<file path="config.mk">
export PLATFORM = sky130hd
export DESIGN_NAME = dds_sequencer
export DESIGN_NICKNAME = d
export VERILOG_FILES = /design/src/rtl/dds_pkg.sv /design/src/rtl/dds_tick_gen.sv /design/src/rtl/dds_sequencer.sv
export SDC_FILE = /design/constraint.sdc
export NUM_CORES = 1
export LEC_CHECK = 0
export ABC_AREA = 1
export CORE_ASPECT_RATIO = 1.1
export CORE_MARGIN = 10
export CORE_UTILIZATION = 30
export CTS_CLUSTER_DIAMETER = 150
export DETAILED_ROUTE_END_ITERATION = 10
export GPL_TIMING_DRIVEN = 0
export PLACE_DENSITY = 0.59
export SLEW_MARGIN = 20
export SYNTH_ARGS = -nofsm -noshare
export SYNTH_HDL_FRONTEND = slang
export SYNTH_SLANG_ARGS = --single-unit
</file>
<file path="constraint.sdc">
create_clock -name clk -period 5.97 [get_ports clk]
set_input_delay 0.8955 -clock clk [delete_from_list [all_inputs] [get_ports clk]]
set_output_delay 0.8955 -clock clk [all_outputs]
set_load 0.005 [all_outputs]
</file>
<file path="src/rtl/dds_pkg.sv">
// ---------------------------------------------------------------------------
// dds_pkg
// Shared definitions for the DDS sequencer slice.
//   - state_t        : sequencer FSM states (IDLE, RUN, DRAIN)
//   - DEFAULT_ACC_W  : default phase accumulator width
//   - DEFAULT_ADDR_W : default quarter-wave LUT address width
//   - FREQ_W / DIV_W : widths of the frequency word and the tick divider
// ---------------------------------------------------------------------------
package dds_pkg;

  localparam int DEFAULT_ACC_W  = 16;
  localparam int DEFAULT_ADDR_W = 6;
  localparam int FREQ_W         = 12;
  localparam int DIV_W          = 4;

  typedef enum logic [1:0] {
    IDLE  = 2'd0,
    RUN   = 2'd1,
    DRAIN = 2'd2
  } state_t;

  // Quadrants 1 and 3 walk the quarter-wave table backwards.
  function automatic logic is_mirrored(input logic [1:0] quad);
    return quad[0];
  endfunction

endpackage

</file>
<file path="src/rtl/dds_tick_gen.sv">
// ---------------------------------------------------------------------------
// dds_tick_gen
// Sample-rate prescaler: produces a tick every div+1 clocks while enabled.
// Ports:
//   clk  - clock, rising edge
//   rst  - synchronous active-low reset
//   en   - count enable; while low the prescaler is held at zero
//   div  - divider setting, tick period is div+1 clocks (0 = every clock)
//   tick - combinational tick, high in the cycle the prescaler equals div
// ---------------------------------------------------------------------------
module dds_tick_gen
  import dds_pkg::*;
(
  input  logic             clk,
  input  logic             rst,
  input  logic             en,
  input  logic [DIV_W-1:0] div,
  output logic             tick
);

  logic [DIV_W-1:0] presc_q;
  logic [DIV_W-1:0] presc_d;

  assign tick = en && (presc_q == div);

  // Holding the count at zero while disabled means a fresh run always
  // starts from a cleared prescaler.
  always_comb begin
    presc_d = '0;
    if (en && !tick) begin
      presc_d = presc_q + 1'b1;
    end
  end

  always_ff @(posedge clk) begin
    if (!rst) begin
      presc_q <= '0;
    end else begin
      presc_q <= presc_d;
    end
  end

endmodule

</file>
<file path="src/rtl/dds_sequencer.sv">
// ---------------------------------------------------------------------------
// dds_sequencer
// Direct digital synthesis sequencer. A phase accumulator advances by the
// active increment on every sample tick; the top phase bits are turned into
// a quarter-wave LUT address, a quadrant and a sign bit. Frequency changes
// are staged in a pending register and only take effect at a period wrap,
// and a stop request lets the current period finish before going idle.
// Ports:
//   clk          - clock, rising edge
//   rst          - synchronous active-low reset
//   start        - begin generation (level, sampled every clock)
//   stop         - graceful stop at the next period boundary
//   freq_word    - phase increment per sample
//   freq_load    - capture freq_word into the pending register
//   div          - sample tick every div+1 clocks
//   addr         - mirrored quarter-wave LUT address
//   sign_bit     - 1 for the negative half-wave
//   quadrant     - phase quadrant of the current sample
//   sample_valid - one-cycle strobe qualifying addr/sign_bit/quadrant
//   cycle_done   - one-cycle pulse on accumulator wrap
//   busy         - high in RUN and DRAIN
//   err          - one-cycle pulse when a start is rejected
// ---------------------------------------------------------------------------
module dds_sequencer
  import dds_pkg::*;
#(
  parameter int ACC_W  = DEFAULT_ACC_W,
  parameter int ADDR_W = DEFAULT_ADDR_W
) (
  input  logic              clk,
  input  logic              rst,
  input  logic              start,
  input  logic              stop,
  input  logic [FREQ_W-1:0] freq_word,
  input  logic              freq_load,
  input  logic [DIV_W-1:0]  div,
  output logic [ADDR_W-1:0] addr,
  output logic              sign_bit,
  output logic [1:0]        quadrant,
  output logic              sample_valid,
  output logic              cycle_done,
  output logic              busy,
  output logic              err
);

  state_t              state_q,    state_d;
  logic [ACC_W-1:0]    acc_q,      acc_d;
  logic [FREQ_W-1:0]   inc_act_q,  inc_act_d;
  logic [FREQ_W-1:0]   inc_pend_q, inc_pend_d;
  logic [ADDR_W-1:0]   addr_q,     addr_d;
  logic [1:0]          quad_q,     quad_d;
  logic                sign_q,     sign_d;
  logic                valid_q,    valid_d;
  logic                done_q,     done_d;
  logic                err_q,      err_d;

  logic                tick;
  logic                running;
  logic [ACC_W-1:0]    inc_ext;
  logic [ACC_W:0]      acc_sum;
  logic                acc_wrap;
  logic [1:0]          quad_cur;
  logic [ADDR_W-1:0]   idx_cur;
  logic [ADDR_W-1:0]   addr_cur;

  assign running = (state_q != IDLE);

  dds_tick_gen u_tick_gen (
    .clk  (clk),
    .rst  (rst),
    .en   (running),
    .div  (div),
    .tick (tick)
  );

  // The extra sum bit is the wrap indicator: it marks the end of a period.
  assign inc_ext  = ACC_W'(inc_act_q);
  assign acc_sum  = {1'b0, acc_q} + {1'b0, inc_ext};
  assign acc_wrap = acc_sum[ACC_W];

  // Outputs are taken from the accumulator before this tick's increment.
  assign quad_cur = acc_q[ACC_W-1 -: 2];
  assign idx_cur  = acc_q[ACC_W-3 -: ADDR_W];
  assign addr_cur = is_mirrored(quad_cur) ? ~idx_cur : idx_cur;

  // Next-state and datapath. In IDLE the sample outputs hold their last
  // values; the active increment only changes on a start or a wrap tick so
  // a period is never distorted by a mid-period frequency write.
  always_comb begin
    state_d    = state_q;
    acc_d      = acc_q;
    inc_act_d  = inc_act_q;
    inc_pend_d = freq_load ? freq_word : inc_pend_q;
    addr_d     = addr_q;
    quad_d     = quad_q;
    sign_d     = sign_q;
    valid_d    = 1'b0;
    done_d     = 1'b0;
    err_d      = 1'b0;

    case (state_q)
      IDLE: begin
        if (start && !stop) begin
          if (inc_pend_q == '0) begin
            err_d = 1'b1;
          end else begin
            state_d   = RUN;
            acc_d     = '0;
            inc_act_d = inc_pend_q;
          end
        end
      end

      RUN, DRAIN: begin
        // A stop coinciding with a wrap still drains one more full period,
        // because DRAIN is only left on a wrap seen while already in DRAIN.
        if (state_q == RUN && stop) begin
          state_d = DRAIN;
        end
        if (tick) begin
          addr_d  = addr_cur;
          quad_d  = quad_cur;
          sign_d  = quad_cur[1];
          valid_d = 1'b1;
          acc_d   = acc_sum[ACC_W-1:0];
          if (acc_wrap) begin
            done_d    = 1'b1;
            inc_act_d = inc_pend_q;
            if (state_q == DRAIN) begin
              state_d = IDLE;
              acc_d   = '0;
            end
          end
        end
      end

      default: begin
        state_d = IDLE;
      end
    endcase
  end

  always_ff @(posedge clk) begin
    if (!rst) begin
      state_q    <= IDLE;
      acc_q      <= '0;
      inc_act_q  <= '0;
      inc_pend_q <= '0;
      addr_q     <= '0;
      quad_q     <= '0;
      sign_q     <= 1'b0;
      valid_q    <= 1'b0;
      done_q     <= 1'b0;
      err_q      <= 1'b0;
    end else begin
      state_q    <= state_d;
      acc_q      <= acc_d;
      inc_act_q  <= inc_act_d;
      inc_pend_q <= inc_pend_d;
      addr_q     <= addr_d;
      quad_q     <= quad_d;
      sign_q     <= sign_d;
      valid_q    <= valid_d;
      done_q     <= done_d;
      err_q      <= err_d;
    end
  end

  assign addr         = addr_q;
  assign quadrant     = quad_q;
  assign sign_bit     = sign_q;
  assign sample_valid = valid_q;
  assign cycle_done   = done_q;
  assign busy         = running;
  assign err          = err_q;

endmodule
</file>
Word-level counts from Yosys, hierarchy flattened:

Index checks and enable logic that the tools add are counted.

* add/sub/neg operators: 2
* equality and inequality tests: 7
* multiplexer cells: 22
* bitwise gates (word level): 1
* reduce and logical (&&, ||, !) cells: 19

Operators with widths (count)
* 16-bit two-way mux: 5
* 12-bit two-way mux: 4
* 16-bit case mux with 2 select lines: 1
* 12-bit case mux with 2 select lines: 1
* 16-bit by 12-bit adder with 17-bit output: 1
* 12-bit logical NOT: 1
* 2-bit two-way mux: 6
* 2-bit AND reduction: 4
* 6-bit two-way mux: 1
* 2-bit != test, second input constant: 3
* 6-bit inverter: 1
* 3-bit AND reduction: 2
* 5-bit AND reduction: 1
* 4-bit by 1-bit adder with 4-bit output, second input constant: 1
* 4-bit == test: 1
* 1-bit logical AND: 4
* 2-bit case mux with 2 select lines: 1
* 4-bit AND reduction: 1
* 2-bit nonzero test: 2
* 1-bit two-way mux: 3
* 2-bit by 1-bit == test with 1-bit output, second input constant: 1
* 2-bit == test, second input constant: 1
* 1-bit logical NOT: 2
* 2-bit logical NOT: 1
* other kinds (2): 2

* register bits after elaboration: 58
* input port bits: 21
* output and inout bits: 13
* word-level logic and storage cells: 62

Depth between registers and ports, before layout:

Gate-level depths: netlist of run 1.

* depth after elaboration: 7
* gate-level depth with buffers: 16
* depth with buffers taken out: 15

Hierarchy:

Synthesis of run 1 repeated with hierarchy kept, for this count alone.

* cell total of the unflattened synthesis: 433
* area total of the unflattened synthesis: 3111.7 um2

Modules (own cells, without submodules)
* dds_sequencer: times used 1, cells each 392, area an instance 2870.3 um2
* dds_tick_gen: times used 1, cells each 41, area an instance 241.5 um2

Least setup slack after synthesis of run 1:

OpenSTA, ideal clock, no wires.

* path kind: input to register
* from: in div[1]
* to: reg inc_act_q[10]
* data arrival time: 1.889 ns
* slack: 3.968 ns
* stages on the path: 12
* buffers on the path: 1
* cells stage by stage: inv_1 -> nand2_1 -> nand2_1 -> nor2_2 -> nand3_2 -> nand2_1 -> nand3_2 -> nor2_4 -> buf_6 -> nand2_1 -> nand2_1 -> nor2_1

* cells in the longest elaborated chain, start to end: 4

RTL lines
* from (decl): line dds_sequencer.sv:36 `input logic [DIV_W-1:0] div,`
* 4-bit == test: line dds_tick_gen.sv:24 `assign tick = en && (presc_q == div);`
* 1-bit logical AND: line dds_tick_gen.sv:24
* 2-bit by 1-bit != test with 1-bit output (no line)
* 5-bit AND reduction (no line)
* to (signal assigned): line dds_sequencer.sv:158 `inc_act_q <= inc_act_d;`
* to (decl): line dds_sequencer.sv:48 `logic [FREQ_W-1:0] inc_act_q, inc_act_d;`

Every way passes these cells.
A chain may end at the register's enable or synchronous reset.

Worst setup path in the final report of run 1:

* from: reg state_q[0]
* to: out busy

* cells in the longest elaborated chain, start to end: 1

RTL lines
* from (decl): line dds_sequencer.sv:46 `state_t state_q, state_d;`
* from (signal assigned): line dds_sequencer.sv:156 `state_q <= state_d;`
* 2-bit nonzero test: line dds_sequencer.sv:66 `assign running = (state_q != IDLE);`
* to (decl): line dds_sequencer.sv:42 `output logic busy,`

Every way passes these cells.

==> results of run 1 <==
-- power groups by stage --
stage / sequential [W] / combinational, W / clock [W]
floorplan: 0.000434 / 0.000184 / 0
global placement: 0.000441 / 0.000240 / 0
detailed placement: 0.000442 / 0.000243 / 0
CTS: 0.000434 / 0.000245 / 0.000553
global route: 0.000438 / 0.000279 / 0.000569
finish: 0.000434 / 0.000244 / 0.000542
-- cell usage in the layout, fill, tap and decap left out, types with 4 or more instances in the layout --
cell type	instances
o21ai_1	7
nand2_1	128
nand3_1	20
xnor2_1	11
nor2_2	5
clkbuf_16	9
ha_1	18
o21ai_0	22
nand4_1	4
clkdlybuf4s50_1	32
a21oi_1	38
inv_1	62
clkbuf_1	8
dfxtp_1	57
nor2_1	70
-- through the flow --
step           power (W)  area [um^2]
3_5_place_dp   0.0006845         3747
3_3_place_gp   0.0006807         3747
5_1_grt         0.001287         4059
4_1_cts         0.001232         4059
2_1_floorplan  0.0006181         3248
6_report        0.001219         4059
-- area by class of cell --
class                           instances  area share (%)
Clock inverter                          6           2.035
Buffer                                 15           2.189
Multi-Input combinational cell        347           43.71
Tap cell                              143           4.408
Sequential cell                        57           28.11
Clock buffer                           10           5.641
Timing Repair Buffer                   32           7.891
Inverter                               65           6.011
-- worst max-delay path, delay by kind of cell (launching register included) --
kind	cells	cell delay, ns
adder cells (fa/ha/maj)	1	0.26
flip-flops	1	0.40
buffers and inverters	3	0.86
-- worst max-delay path by stage --
stage,from,to,depth (start not counted)
3_3_place_gp,div[0],acc_q[5],10
6_report,state_q[0],busy,4
3_5_place_dp,div[0],acc_q[5],10
4_1_cts,state_q[0],busy,4
5_1_grt,state_q[0],busy,4
2_1_floorplan,div[1],inc_act_q[10],12
-- sequential cells by signal, indices dropped and copies added, names as in the netlist --
| name | flops |
|---|---|
| cycle_done | 1 |
| u_tick_gen.presc_q | 4 |
| addr | 6 |
| err | 1 |
| sample_valid | 1 |
| state_q | 2 |
| inc_pend_q | 12 |
| inc_act_q | 12 |
| acc_q | 16 |
| quadrant | 2 |
-- synthesized netlist by cell type --
| library cell | number | area [um^2] |
|---|---|---|
| nand2_2 | 3 | 18.77 |
| a21oi_1 | 38 | 190.2 |
| or2_1 | 1 | 6.260 |
| dfxtp_1 | 57 | 1141 |
| and2_1 | 3 | 18.77 |
| nor4_1 | 1 | 6.260 |
| nor2_4 | 2 | 22.52 |
| xor2_1 | 3 | 26.28 |
| nand4_2 | 1 | 12.51 |
| nand2_4 | 1 | 11.26 |
| nor3_1 | 1 | 5.000 |
| buf_1 | 1 | 3.750 |
| ha_1 | 18 | 225.2 |
| nand3_1 | 20 | 100.1 |
| buf_2 | 2 | 10.01 |
| o21ai_0 | 22 | 110.1 |
| nor2_1 | 70 | 262.8 |
| nand3b_1 | 3 | 22.52 |
| buf_4 | 2 | 15.01 |
| nand3_2 | 2 | 20.02 |
| clkbuf_1 | 7 | 26.28 |
| o21ai_1 | 7 | 35.03 |
| inv_1 | 62 | 232.7 |
| inv_2 | 3 | 11.26 |
| fa_1 | 1 | 20.02 |
| buf_6 | 3 | 33.78 |
| nor2_2 | 5 | 31.28 |
| nand4_1 | 4 | 25.02 |
| xnor2_1 | 11 | 96.34 |
| nand2_1 | 128 | 480.5 |
| o21bai_2 | 1 | 11.26 |
| a21oi_4 | 1 | 16.27 |
-- per-layer routing --
metal | vias up | track usage, % | routed length, um
met3 | 11 | 2.476 | 198
met2 | 38 | 18.30 | 3762
li1 | 1600 | - | -
met4 | 0 | 4.313 | 144
met5 | - | 0 | 0
met1 | 1349 | 12.09 | 3749
-- kinds of logic (layout without fill, tap and decap cells) --
group                    count (synthesis)  in the layout
AND/OR/NAND/NOR                        245            245
buffers and inverters                   80            128
AO/OA/AOI/OAI                           69             69
flip-flops                              57             57
adder cells (fa/ha/maj)                 19             19
XOR/XNOR                                14             14
==> results by group, run 1 <==
Floorplan
  • Chip width: 119.2 um
  • Cell row count: 39
  • Starting Density: between 30% and 40%
  • Die ar.: 0.01539 mm^2
  • Die H: about 130 um
  • Core Region: 0.01049 mm^2
  • Top-Level Pins: 34

Critical path
  • CP endpoint kind: primary output
  • CP max stage cell: clkdlybuf4s50_1
  • Reg2reg end: acc_q[5]
  • Cell Chain, Critical Path: inv_1 -> ha_1 -> inv_1 -> clkdlybuf4s50_1
  • FF-to-FF Start: acc_q[0]
  • Worst R2R Setup Slack: about 3.6 ns
  • R2R cell count: 15
  • CP Data Arrival Time: 1.84 ns
  • Most frequent CP cell: inv_1
  • Setup CP Type: flop to primary output
  • Critical Path Source Type: flop
  • Max stage delay on crit path: 0.55 ns
  • CP Data Required Time: 5.07 ns
  • Crit path max fanout: 6

Worst hold path
  • Hold Path Sink: acc_q[0]
  • Min-Delay Path Depth: 2
  • Min-delay src: acc_q[0]
  • Min-Delay Path Class: flop to flop

Logic synthesis
  • Post-Synth Adder-Cell Area: about 7.6%
  • Post-synthesis mux area share: 0%
  • Seq cells post-synth: 57
  • Sequential share of the synthesized area: 35.13%
  • Post-synth net total: 524
  • Post-Syn Instances: around 480
  • Distinct cells, synth: 32
  • Mapped Area: 0.003248 mm^2
  • YS warnings: 0
  • Synth Area in Compound Gates: 11.17%
  • Largest family of logic cells by synthesized area: simple AND/OR/NAND/NOR gates
  • Avg Inst Size Synth: ~6.7 um^2
  • Synth Area in Simple Gates: around 32%
  • Xor-xnor portion of the synthesized cell area: 3.775%

Pwr
  • Comb pwr share: around 20%
  • Worst VDD drop: 0.1626 mV
  • Sequential share of power: about 36%
  • Power Dens Cells: 300.4 mW/mm^2
  • Sw Pwr: 0.0003459 W
  • Clock share of power: between 40% and 50%
  • Cell leakage power: around 1.8 nW
  • Internal: between 0.0008 and 0.0009 W
  • Switch share: 28.37%

Timing
  • Hold Vio Cnt, Final: 0
  • Least-Margin Pin Slew: 0.5449 ns
  • # setup viols final: 0
  • Worst hold margin: 0.4697 ns
  • Setup Total Neg Slack: 0 ns
  • Worst Skew: 0.007574 ns
  • Final slew viol count: 0
  • Crit path time final: around 2.7 ns
  • Final period utilization: 45.78%
  • Slew margin rel.: 63.67%
  • FMAX: around 0.37 GHz
  • Setup ws final: 3.237 ns
  • Unrepaired setup endpoints after global routing: false

Layout
  • Proportion of layout cells with a drive suffix above 1: 7.707%
  • Ant diodes: 0
  • Multi-input logic area: 0.001774 mm^2
  • Fillers: around 1.1k
  • Post-layout util: 38.69%
  • NumNets Final: around 570
  • Post-route insts no fill: 675
  • FF+latch area: 0.001141 mm^2
  • Syn-to-layout area delta: 24.96%

Global routing
  • Vias in the first global route: approximately 2.9k
  • Gr ovfl total: 0
  • Largest net degree at the start of global routing: 11
  • Global-route wire length before repair: 13190 um
  • GRT Total Usage: 10.48%
  • Initial antenna violation count: 0

Placed design
  • IO Port Bufs: 32
  • HPWL after DPL: ~6000 um
  • Setup slack at placement: roughly 3.2 ns
  • Cells after DPL: between 600 and 700
  • Final Wtd Congestion: 0.8634

Clock tree
  • Clock Tree Buf Depth: 2
  • Post-CTS setup buffer count: 0
  • PostCTS Resize Cnt: 0
  • H-tree depth: 3
  • Clock Sinks: 57
  • Hold-fix buffers, CTS: 0
  • Root Buffer: clkbuf_16
  • Worst-Skew Late Latency: ~0.33 ns
  • Total CTS buffers: 9
  • Clk slew on worst S/H paths: 0.05 ns
  • CTS tree: yes

Outcome
  • Outcome: complete, no violations

Detailed routing
  • DR iter-0 viols: 87
  • Via count: between 2k and 3k
  • Drt pass-1 iters: 5
  • Drt drc: 0
  • ANT nets after route: 0
  • Vias/cell: roughly 4.4
  • Routed length per instance: roughly 12 um
  • Final wirelength: 7854 um

Flow run
  • Maxcap violations: 0
Power figures use the tool's default switching activity.
==> run 2: changes to the inputs <==
PLACE_DENSITY = 0.6   (was 0.59)
clock period = 2.45 ns   (was 5.97 ns; I/O delays follow)
==> run 2 against run 1 <==
  * Core utilization rose by 0.56 points
  * Clock power rose to 2.7 times the previous value
  * Register-to-register slack got worse by 3.4 ns
  * Critical path type is now flop to flop
  * Critical endpoint is now inc_act_q[6]
  * Critical path depth rose by 12
  * Worst setup slack got worse by 3.0 ns
==> results by group, run 2 (synthesized netlist as in run 1, its figures left out) <==
Outcome
  • Outcome: complete, no violations

Layout
  • Post-layout util: 39.25% (+0.56 points)
  • Most frequent cells in the layout: nand2_1 (126), nor2_1 (70), inv_1 (62), dfxtp_1 (57), a21oi_1 (38)
  • Proportion of layout cells with a drive suffix above 1: 8.443% (+0.74 points)
  • Fillers: 1089 (-0.64%)
  • FF+latch area: 0.001141 mm^2 (unchanged)
  • Number of flip-flops under the largest register name: 16 (unchanged)
  • Commonest non-fill, non-tap cell in the layout: nand2_1
  • Largest registers: acc_q (16), inc_act_q (12), inc_pend_q (12)
  • Multi-input logic area: 0.001782 mm^2 (+0.42%)
  • NumNets Final: 568 (+0.18%)
  • Syn-to-layout area delta: 26.77%
  • Ant diodes: 0 (unchanged)
  • Biggest register: acc_q

Pwr
  • Worst VDD drop: 0.6623 mV (+310%)
  • Cell leakage power: 1.835 nW (+1.3%)
  • Power Dens Cells: 762.4 mW/mm^2 (+150%)

Timing
  • Unrepaired setup endpoints after global routing: false
  • Hold Vio Cnt, Final: 0 (unchanged)
  • Worst Skew: 0.01036 ns (+0.002784 ns)
  • Least-Margin Pin Slew: 0.5386 ns (-0.006384 ns)
  • Slew margin rel.: 64.10% (+0.43 points)
  • Final period utilization: 90.31%
  • Setup Total Neg Slack: 0 ns (unchanged)
  • Crit path time final: 2.213 ns
  • FMAX: between 0.4 and 0.5 GHz
  • Final slew viol count: 0 (unchanged)
  • # setup viols final: 0 (unchanged)

Global routing
  • Gr ovfl total: 0 (unchanged)
  • Initial antenna violation count: 0 (unchanged)
  • Global-route wire length before repair: 13650 um (+3.5%)
  • Vias in the first global route: 3024 (+5.1%)
  • GRT Total Usage: 10.71% (+0.23 points)
  • Largest net degree at the start of global routing: 11 (unchanged)

Clock tree
  • H-tree depth: 3 (unchanged)
  • Clk slew on worst S/H paths: 0.05 ns (about the same)
  • Clock Sinks: 57 (unchanged)
  • Root Buffer: clkbuf_16
  • Clock Tree Buf Depth: 2 (unchanged)
  • Total CTS buffers: 9 (unchanged)
  • Worst-Skew Late Latency: 0.33 ns (about the same)
  • CTS tree: yes

Placed design
  • Final Wtd Congestion: 0.8623 (-0.13%)
  • IO Port Bufs: 32 (unchanged)
  • HPWL after DPL: 6218 um (+1.5%)

Floorplan
  • Die H: 129.1 um (unchanged)
  • Cell row count: 39 (unchanged)
  • Starting Density: 30.96% (unchanged)
  • Top-Level Pins: 34 (unchanged)
  • Core Region: 0.01049 mm^2 (unchanged)
  • Die ar.: 0.01539 mm^2 (unchanged)
  • Chip width: 119.2 um (unchanged)

Critical path
  • Crit path to: inc_act_q[6]
  • Critical Path Source Type: flop
  • Crit path max fanout: 10 (+4)
  • FF-to-FF Start: inc_act_q[0]
  • Reg2reg end: inc_act_q[6]
  • CP Data Arrival Time: 2.43 ns (+0.59 ns)
  • Crit path from: inc_act_q[0]
  • Worst R2R Setup Slack: 0.24 ns (-3.39 ns)
  • Setup CP Type: flop to flop
  • CP endpoint kind: flop
  • R2R cell count: 16 (+1)
  • CP Data Required Time: 2.66 ns (-2.41 ns)

Detailed routing
  • Drt drc: 0 (unchanged)
  • Routed length per instance: 11.62 um (-0.17%)
  • Drt pass-1 iters: 4 (-1)
  • DR iter-0 viols: 87 (unchanged)
  • Vias/cell: 4.398 (-0.98%)
  • Via count: 2973 (-0.83%)
  • ANT nets after route: 0 (unchanged)
  • Final wirelength: 7852 um (about the same)

Worst hold path
  • Min-Delay Path Class: input pin to flop

Flow run
  • Maxcap violations: 0 (unchanged)
[run 2: changes by cell type in the layout (fill, tap and decap cells not counted), sizes merged]
| cell | previous run | this run |
|---|---|---|
| clkinvlp | 1 | 0 |
| clkinv | 3 | 1 |
| buf | 8 | 9 |
| clkbuf | 17 | 19 |
| bufinv | 2 | 3 |
[run 2: per-stage QoR]
stage	cells	hold WS [ns]	total power, W	setup WS, ns	cell area, um^2
2_1_floorplan	484	0.4409	0.001506	0.4754	3248
3_3_place_gp	659	0.4571	0.001658	0.1561	3747
3_5_place_dp	659	0.4632	0.001669	0.1401	3747
4_1_cts	675	0.4691	0.003169	0.1288	4103
5_1_grt	676	0.4945	0.003308	0.009809	4118
6_report	676	0.4674	0.003140	0.2375	4118
[run 2: worst min-delay path by stage]
| stage | start | to | slack (ns) | depth (start not counted) |
|---|---|---|---|---|
| 6_report | rst | inc_pend_q[7] | 0.47 | 3 |
| 5_1_grt | inc_pend_q[6] | inc_pend_q[6] | 0.49 | 2 |
| 3_3_place_gp | acc_q[0] | acc_q[0] | 0.46 | 2 |
| 2_1_floorplan | u_tick_gen.presc_q[0] | u_tick_gen.presc_q[0] | 0.44 | 1 |
| 4_1_cts | rst | inc_pend_q[7] | 0.47 | 3 |
| 3_5_place_dp | inc_pend_q[6] | inc_pend_q[6] | 0.46 | 2 |
[run 2: cell type report]
type	count	area share (%)
multi-input cells	347	43.27
flip-flops and latches	57	27.71
repair buffers	33	7.961
clock buffers	12	6.229
inverters	65	5.925
well taps	143	4.345
clock inverters	4	2.400
plain buffers	15	2.157
[run 2: what timing repair did]
action                                  CTS  global route
endpoints found under the setup margin    0            13
gates resized for setup                   0             3
buffers inserted                          0             1
hold buffers                              0             0
[run 2: worst max-delay path: stages (launching register included)]
cell     delay (ns)
dfxtp_1        0.33
ha_2           0.21
inv_1          0.06
fa_1           0.40
inv_1          0.08
nand2_1        0.05
nand2_1        0.09
nand3_1        0.08
nand2_2        0.11
nand2_2        0.07
nand2_4        0.09
nor2_2         0.05
nor2_4         0.16
buf_6          0.16
nand2_1        0.05
nand2_1        0.06
nor2_1         0.04
[run 2: report_power, final]
group	internal [W]	total [W]	switching [W]	leakage, nW
sequential	0.00101	0.00106	0.0000533	0.466
combinational	0.000245	0.000602	0.000357	1.20
clock	0.00105	0.00148	0.000429	0.173
total	0.00230	0.00314	0.000839	1.83
[run 2: routing by layer]
| layer | wire [um] | global-route usage, % |
|---|---|---|
| met5 | 0 | 0 |
| met4 | 117 | 4.817 |
| met3 | 252 | 2.302 |
| met2 | 3863 | 18.95 |
| met1 | 3618 | 12.16 |
